<file path="src/rtl/int_event_arbiter.sv">
// int_event_arbiter
// Round-robin arbiter that collects completion events from up to four
// descriptor-engine channels and pushes them, one at a time, into the
// interrupt controller event FIFO. Also keeps a saturating count of pushes.
//
// Optional build macro: INT_ERR_PRIORITY_EN
//   When defined, requesting channels that report wrError, rdError or
//   invalidDscrptr win over error-free requesters. Round-robin order from
//   rr_ptr applies inside each group.
module int_event_arbiter #(
    parameter int NUM_CHANNELS = 4,
    parameter int CNT_WIDTH    = 16
) (
    input  logic                      clock,
    input  logic                      resetn,
    input  logic [NUM_CHANNELS-1:0]   evt_valid,
    output logic [NUM_CHANNELS-1:0]   evt_ready,
    input  logic [4*NUM_CHANNELS-1:0] evt_status,
    input  logic [5*NUM_CHANNELS-1:0] evt_dscrptr_num,
    input  logic [NUM_CHANNELS-1:0]   evt_ext,
    input  logic [NUM_CHANNELS-1:0]   evt_str,
    input  logic [32*NUM_CHANNELS-1:0] evt_ext_addr,
    input  logic                      fifo_full,
    output logic                      valid,
    output logic                      opDone,
    output logic                      wrError,
    output logic                      rdError,
    output logic                      invalidDscrptr,
    output logic [4:0]                intDscrptrNum,
    output logic                      extDscrptr,
    output logic                      strDscrptr,
    output logic [31:0]               extDscrptrAddr,
    input  logic                      cnt_clr,
    output logic [CNT_WIDTH-1:0]      evt_cnt
);

    // Registered state
    logic [1:0]           rr_ptr_reg;
    logic                 valid_reg;
    logic [3:0]           status_reg;
    logic [4:0]           num_reg;
    logic                 ext_reg;
    logic                 str_reg;
    logic [31:0]          addr_reg;
    logic [CNT_WIDTH-1:0] cnt_reg;

    // Arbitration signals
    logic [3:0] req_pad;
    logic [1:0] chan_at [NUM_CHANNELS];
    logic       grant_en;
    logic       grant_found;
    logic       grant;
    logic [1:0] grant_idx;
    logic [1:0] rr_ptr_next;

    // Selected payload of the granted channel
    logic [3:0]  sel_status;
    logic [4:0]  sel_num;
    logic        sel_ext;
    logic        sel_str;
    logic [31:0] sel_addr;

    // Pad the request vector to four entries so a 2-bit channel index
    // always addresses it cleanly; non-existent channels never request.
    for (genvar gi = 0; gi < 4; gi++) begin : g_req_pad
        if (gi < NUM_CHANNELS) begin : g_real
            assign req_pad[gi] = evt_valid[gi];
        end else begin : g_absent
            assign req_pad[gi] = 1'b0;
        end
    end

`ifdef INT_ERR_PRIORITY_EN
    logic [3:0] err_pad;

    // A channel belongs to the error group if any of its error bits is set.
    for (genvar gi = 0; gi < 4; gi++) begin : g_err_pad
        if (gi < NUM_CHANNELS) begin : g_real
            assign err_pad[gi] = |evt_status[4*gi+1 +: 3];
        end else begin : g_absent
            assign err_pad[gi] = 1'b0;
        end
    end
`endif

    // chan_at[k] is the channel searched at position k: (rr_ptr + k) mod N.
    // Both operands are below N, so a single conditional subtract wraps it.
    for (genvar gi = 0; gi < NUM_CHANNELS; gi++) begin : g_search_order
        logic [2:0] pos_sum;
        assign pos_sum     = {1'b0, rr_ptr_reg} + 3'(gi);
        assign chan_at[gi] = (pos_sum >= 3'(NUM_CHANNELS)) ?
                             2'(pos_sum - 3'(NUM_CHANNELS)) : pos_sum[1:0];
    end

    // Grants only while out of reset, FIFO has room and no push is in
    // flight, so fifo_full is always current before the next grant.
    assign grant_en = resetn & ~fifo_full & ~valid_reg;

    // Pick the first requester in search order; scanning from the far end
    // lets the nearest position overwrite later ones.
    always_comb begin
        grant_found = 1'b0;
        grant_idx   = 2'd0;
        for (int k = NUM_CHANNELS - 1; k >= 0; k--) begin
            if (req_pad[chan_at[k]]) begin
                grant_found = 1'b1;
                grant_idx   = chan_at[k];
            end
        end
`ifdef INT_ERR_PRIORITY_EN
        for (int k = NUM_CHANNELS - 1; k >= 0; k--) begin
            if (req_pad[chan_at[k]] && err_pad[chan_at[k]]) begin
                grant_found = 1'b1;
                grant_idx   = chan_at[k];
            end
        end
`endif
    end

    assign grant = grant_en & grant_found;

    // One-hot ready toward the granted channel.
    for (genvar gi = 0; gi < NUM_CHANNELS; gi++) begin : g_ready
        assign evt_ready[gi] = grant & (grant_idx == 2'(gi));
    end

    // Round-robin pointer moves just past the winner.
    assign rr_ptr_next = (grant_idx == 2'(NUM_CHANNELS - 1)) ? 2'd0 : grant_idx + 2'd1;

    // Payload multiplexer for the granted channel.
    always_comb begin
        sel_status = 4'd0;
        sel_num    = 5'd0;
        sel_ext    = 1'b0;
        sel_str    = 1'b0;
        sel_addr   = 32'd0;
        for (int i = 0; i < NUM_CHANNELS; i++) begin
            if (grant_idx == 2'(i)) begin
                sel_status = evt_status[4*i +: 4];
                sel_num    = evt_dscrptr_num[5*i +: 5];
                sel_ext    = evt_ext[i];
                sel_str    = evt_str[i];
                sel_addr   = evt_ext_addr[32*i +: 32];
            end
        end
    end

    // Output register: one-cycle push strobe, payload held between pushes.
    always_ff @(posedge clock) begin
        if (!resetn) begin
            valid_reg  <= 1'b0;
            status_reg <= 4'd0;
            num_reg    <= 5'd0;
            ext_reg    <= 1'b0;
            str_reg    <= 1'b0;
            addr_reg   <= 32'd0;
            rr_ptr_reg <= 2'd0;
        end else begin
            valid_reg <= grant;
            if (grant) begin
                status_reg <= sel_status;
                num_reg    <= sel_num;
                ext_reg    <= sel_ext;
                str_reg    <= sel_str;
                addr_reg   <= sel_addr;
                rr_ptr_reg <= rr_ptr_next;
            end
        end
    end

    // Saturating push counter; clear has priority over a concurrent push.
    always_ff @(posedge clock) begin
        if (!resetn) begin
            cnt_reg <= '0;
        end else if (cnt_clr) begin
            cnt_reg <= '0;
        end else if (valid_reg && (cnt_reg != '1)) begin
            cnt_reg <= cnt_reg + CNT_WIDTH'(1);
        end
    end

    assign valid          = valid_reg;
    assign opDone         = status_reg[0];
    assign wrError        = status_reg[1];
    assign rdError        = status_reg[2];
    assign invalidDscrptr = status_reg[3];
    assign intDscrptrNum  = num_reg;
    assign extDscrptr     = ext_reg;
    assign strDscrptr     = str_reg;
    assign extDscrptrAddr = addr_reg;
    assign evt_cnt        = cnt_reg;

endmodule

</file>
<file path="config.mk">
export PLATFORM = sky130hd
export DESIGN_NAME = int_event_arbiter
export DESIGN_NICKNAME = d
export VERILOG_FILES = /design/src/rtl/int_event_arbiter.sv
export SDC_FILE = /design/constraint.sdc
export NUM_CORES = 1
export LEC_CHECK = 0
export CAP_MARGIN = 20
export CORE_AREA = 2 2 85 120
export CTS_CLUSTER_SIZE = 8
export DETAILED_ROUTE_END_ITERATION = 7
export DIE_AREA = 0 0 87 122
export PLACE_DENSITY = 0.85
export REMOVE_ABC_BUFFERS = 1
export SYNTH_ARGS = -nofsm -noshare
export SYNTH_HDL_FRONTEND = slang
export SYNTH_SLANG_ARGS = --single-unit
</file>
<file path="constraint.sdc">
create_clock -name clock -period 12.2 [get_ports clock]
set_input_delay 3.66 -clock clock [delete_from_list [all_inputs] [get_ports clock]]
set_output_delay 3.66 -clock clock [all_outputs]
set_load 0.05 [all_outputs]
</file>
# Word level (Yosys, flattened, before mapping)
# Index checks and enable logic that the tools add are counted.
[op_classes]
n_shift = 0
bitwise = 10
n_reduce_logical = 3
n_mul = 0
n_div = 0
muxes = 41
eq_ne = 4
order_cmp = 8
add_sub_neg = 9
[ops]
columns = ["cell", "count"]
rows = [
  ["32-bit two-way mux", 4],
  ["5-bit two-way mux", 4],
  ["2-bit two-way mux", 9],
  ["16-bit by 1-bit adder with 16-bit output, second input constant", 1],
  ["1-bit two-way mux", 16],
  ["4-bit two-way mux", 4],
  ["16-bit inequality test, second input constant", 1],
  ["2-bit by 3-bit less-than comparator with 1-bit output, second input constant", 4],
  ["3-bit >= comparator, second input constant", 3],
  ["1-bit binary-select mux with 2-bit select", 4],
  ["2-bit by 1-bit subtractor with 2-bit output, second input constant", 4],
  ["1-bit bitwise AND", 7],
  ["2-bit by 2-bit adder with 3-bit output, second input constant", 2],
  ["2-bit == test, second input constant", 2],
  ["2-bit by 1-bit adder with 3-bit output, second input constant", 1],
  ["2-bit by 3-bit >= comparator with 1-bit output, second input constant", 1],
  ["1-bit NOT", 3],
  ["2-bit by 1-bit adder with 2-bit output, second input constant", 1],
  ["2-bit by 1-bit == test with 1-bit output, second input constant", 1],
  ["2-bit logical NOT", 1],
  ["2-bit OR reduction", 1],
  ["1-bit logical AND", 1],
]
[word_totals]
word_cells = 83
input_bits = 180
register_bits = 62
latchBits = 0
romBits = 0
mem_count = 0
ram_bits = 0

# Longest topological paths before layout
[depth]
depth_word = 14
depth_mapped = 12

# Least setup slack after synthesis
# Ideal clock, no wire load.
[synth_timing]
kind = "input-to-output"
from = "input port evt_valid[2]"
to = "output port evt_ready[3]"
path_buffers = 3
t_arrival_ns = 5.549
slack_ns = 2.991
path_stages = 8
required_ns = 8.540
path_cell_list = "mux2i_1 -> nor2_1 -> nor3_1 -> ha_1 -> clkbuf_1 -> clkbuf_1 -> clkbuf_1 -> and2_1"
[synth_via]
elab_chain_len = 8
word_cells_on_any_way = 19
[synth_lines]
columns = ["item", "line", "rtl"]
rows = [
  ["start: declaration", "16", "input logic [NUM_CHANNELS-1:0] evt_valid,"],
  ["1-bit binary-select mux with 2-bit select", "105", "if (req_pad[chan_at[k]]) begin"],
  ["1-bit two-way mux (implied by the code)", "105", ""],
  ["2-bit two-way mux or 1-bit two-way mux (tied branches) (4 in series)", "105", ""],
  ["2-bit == test or 1-bit bitwise AND (tied branches)", "124, 120", ""],
  ["1-bit bitwise AND *", "124", "assign evt_ready[gi] = grant & (grant_idx == 2'(gi));"],
  ["end: declaration", "17", "output logic [NUM_CHANNELS-1:0] evt_ready,"],
]
# Mark *: on every way between the ends. The rest lies on a longest branch, timed or not. The select of a mux whose other input is x is not followed.

# Final worst setup path
[layout_timing]
from = "input port resetn"
to = "output port evt_ready[3]"
[layout_via]
elab_chain_len = 4
[layout_lines]
columns = ["item", "line", "rtl"]
rows = [
  ["start: declaration", "15", "input logic resetn,"],
  ["1-bit bitwise AND (2 in series)", "97", "assign grant_en = resetn & ~fifo_full & ~valid_reg;"],
  ["1-bit bitwise AND", "120", "assign grant = grant_en & grant_found;"],
  ["1-bit bitwise AND", "124", ""],
]
# Every way passes these cells.

==> run summary <==
Run status - finished, final reports clean
Number of buffers added by the clock tree synthesis step - 9
Cell taking the most area after synthesis - sky130_fd_sc_hd__dfxtp_1
Drt first pass iters - 5
Critical Setup Path Class - in -> out
Clock tree root buffer cell - sky130_fd_sc_hd__clkbuf_16
Iter 0 DRT Violations - 229
Type of the worst min-delay path - reg -> reg
RSZ-0062 raised after global routing - no
Row count - 43
Critical path startpoint category - input pin
Share of the core filled with cells in the final layout - 0.666
Clock net sink count - 62
Transition time at the pin with the least slew margin - 1.07 ns
Post-CTS setup-driven buffer insertion count - 0
Initial core utilization - 0.380
Placeable core region - 9630 µm²
Crit share post-route - 0.828
Dominant register cell in the synthesized netlist - sky130_fd_sc_hd__dfxtp_1
FF-to-FF setup slack - 9.04 ns
Area growth from synthesis to final layout - 75.5%
Synth unique cells - 39
Headroom to the max-slew limit - 0.286
Most frequent standard cell in the layout excluding fill and tap cells - sky130_fd_sc_hd__clkdlybuf4s50_1
Switching power as a share of total power - 0.330
Post-Synthesis Cells - 472
Number of flip-flops in the largest register - 32
Data arrival time of the critical path - 6.44 ns
Fraction of the yosys area taken by sequential cells - 0.339
Worst r2r src - rr_ptr_reg[1]
Worst reg2reg endpoint - extDscrptrAddr[20]
Leading post-synthesis cells by cell area - sky130_fd_sc_hd__dfxtp_1, sky130_fd_sc_hd__a211o_1, sky130_fd_sc_hd__a221oi_1, sky130_fd_sc_hd__a21oi_1, sky130_fd_sc_hd__a31oi_1
Largest fanout of any net on the critical path - 94
Combinational share of power - 0.384
Worst r2r path cells - 9
Clk network pwr share - 0.334
Top-level port count - 244
Met1 Usage GRT - 0.246
Max Buffers Root-to-Sink - 2
TritonCTS clock tree - built
GPL Wtd Cong - 0.821
GR Overflow Total - 0
Total number of vias - 4537
Detail-routed net length per standard cell - 16.6 µm
Share of final-layout standard cells stronger than drive strength 1 - 0.0437
Count of maximum capacitance violations - 0
Slowest cell on the critical path - sky130_fd_sc_hd__clkdlybuf4s50_1
Kind of end point of the critical path - output port
Global-route wire length before repair - 20.5 mm
Clock latency at the later pin of the worst-skew pair - 0.32 ns
Design internal power - 556 µW
Setup tns final - 0 ns
Commonest cells after routing, fill and taps aside - sky130_fd_sc_hd__clkdlybuf4s50_1, sky130_fd_sc_hd__dfxtp_1, sky130_fd_sc_hd__a21oi_1
Slew Viols, Final - 0
Number of nets in the final layout - 868
Setup crit start - resetn
Largest net degree at the start of global routing - 95
Initial antenna violation count - 1
GR Util met3 - 0.0779
Number of enable-type register cells in the synthesized netlist - 0
Net switching power figure - 274 µW
Share of flip-flops with an asynchronous set or reset - 0
H-tree depth - 3
Minimum clock period - 10.10 ns
Total detailed-routing wirelength - 13.3 mm
Global-route usage over all layers - 0.239
Cell area power density - 129 nW/µm²
Worst clock skew - 0.00434 ns
Number of endpoints failing setup at the final stage - 0
Area of the multi-input gates - 2070 µm²
Peak clock frequency supported by timing - 0.0990 GHz
Number of hold buffers added after CTS - 0
HPWL after DPL - 9.46 mm
Number of hold violations in the final report - 0
Count of nets left with antenna violations after detail routing - 0
Total of cells resized after clock tree synthesis - 0
Stage delay of the slowest cell on the critical path - 0.80 ns
DRC errors left - 0
Die height - 122 µm
Sequential standard cell area - 1240 µm²
Number of cells on the worst hold path - 2
Via count of the first global-routing pass - 4483
CP Data Required Time - 8.54 ns
Fraction of post-synthesis cell area in the top cell type by area - 0.339
Static Leak - 0.00244 µW
Area of the die - 10600 µm²
Port Buf Inserts - 243
Avg Synthesized Cell Area - 7.75 µm²
Vias per inst - 5.67
#FFs+latches synth - 62
Fill cell total of the finished layout - 778
Die Width - 87 µm
Sequential group share of total power - 0.282
Synthesized area - 3660 µm²
Number of synthesis warnings - 0
Clock-pin slew on the worst setup and hold paths - 0.06 ns
Maximum ir drop on the vdd rail - 0.0732 mV
Capture point of the critical path - evt_ready[3]
Crit-path cells - buf_2 > nor4b_2 > buf_4 > and2_1 > clkdlybuf4s50_1
GRT Max-Usage Layer - met2
M2 GR Usage - 0.437
how the worst min path moves through the flow:
stage,start,endpoint,slack (ns)
global placement,rr_ptr_reg[0],rr_ptr_reg[0],0.46
finish,rr_ptr_reg[0],rr_ptr_reg[0],0.49
global route,rr_ptr_reg[0],rr_ptr_reg[0],0.54
floorplan,rr_ptr_reg[0],rr_ptr_reg[0],0.45
CTS,rr_ptr_reg[0],rr_ptr_reg[0],0.49
detailed placement,rr_ptr_reg[0],rr_ptr_reg[0],0.48
power groups by stage:
stage / clock network [µW] / logic, µW / registers, µW
CTS: 280 / 320 / 234
global placement: 0 / 314 / 237
finish: 277 / 319 / 234
detailed placement: 0 / 319 / 238
global route: 289 / 341 / 236
floorplan: 0 / 127 / 302
cell families (layout without fill, tap and decap cells):
logic type | count (synthesis) | in the layout | synth area share
compound gates | 206 | 206 | 0.401
xor+xnor | 1 | 1 | 0.00240
fa+ha+maj | 5 | 5 | 0.0171
buf+inv | 97 | 312 | 0.102
flops | 62 | 62 | 0.339
mux | 3 | 3 | 0.00821
other cells | 0 | 1 | 0
simple gates | 98 | 98 | 0.131
Yosys cell counts (4+ instances only):
cell type and n:
sky130_fd_sc_hd__a211o_1 43, sky130_fd_sc_hd__a21oi_1 56, sky130_fd_sc_hd__a221oi_1 43, sky130_fd_sc_hd__a31oi_1 44
sky130_fd_sc_hd__and2_1 4, sky130_fd_sc_hd__buf_2 6, sky130_fd_sc_hd__clkbuf_1 38, sky130_fd_sc_hd__dfxtp_1 62
sky130_fd_sc_hd__ha_1 5, sky130_fd_sc_hd__inv_1 50, sky130_fd_sc_hd__nand2_1 53, sky130_fd_sc_hd__nand3_1 6
sky130_fd_sc_hd__nand4_1 4, sky130_fd_sc_hd__nor2_1 6, sky130_fd_sc_hd__o21ai_0 7, sky130_fd_sc_hd__o31ai_1 6
sky130_fd_sc_hd__or4_1 5
per-stage QoR:
stage	instances	setup WS, ns	area (µm²)	total power [µW]	hold slack [ns]
2_1_floorplan	425	-2.88	3470	429	0.448
3_3_place_gp	784	2.15	6090	551	0.465
3_5_place_dp	784	2.11	6090	557	0.480
4_1_cts	799	2.10	6410	834	0.488
5_1_grt	799	1.87	6410	867	0.537
6_report	800	2.10	6420	831	0.492
worst max-delay path, delay by kind of cell:
kind	cells	cell delay, ns
buffers and inverters	3	2.17
AND/OR/NAND/NOR	2	0.57
area by class of cell:
type	instances	area share
timing repair buffer	247	0.383
multi-input combinational	313	0.322
sequential	62	0.193
clock buffer	11	0.0394
inverter	50	0.0292
tap	112	0.0218
clock inverter	4	0.0109
antenna	1	0.000390
metal layers:
layer	routed length, µm	vias to the layer above
met5	0	-
met4	356	0
met3	1060	33
met2	6900	211
met1	4980	2097
li1	-	2196
Power figures use the tool's default switching activity.
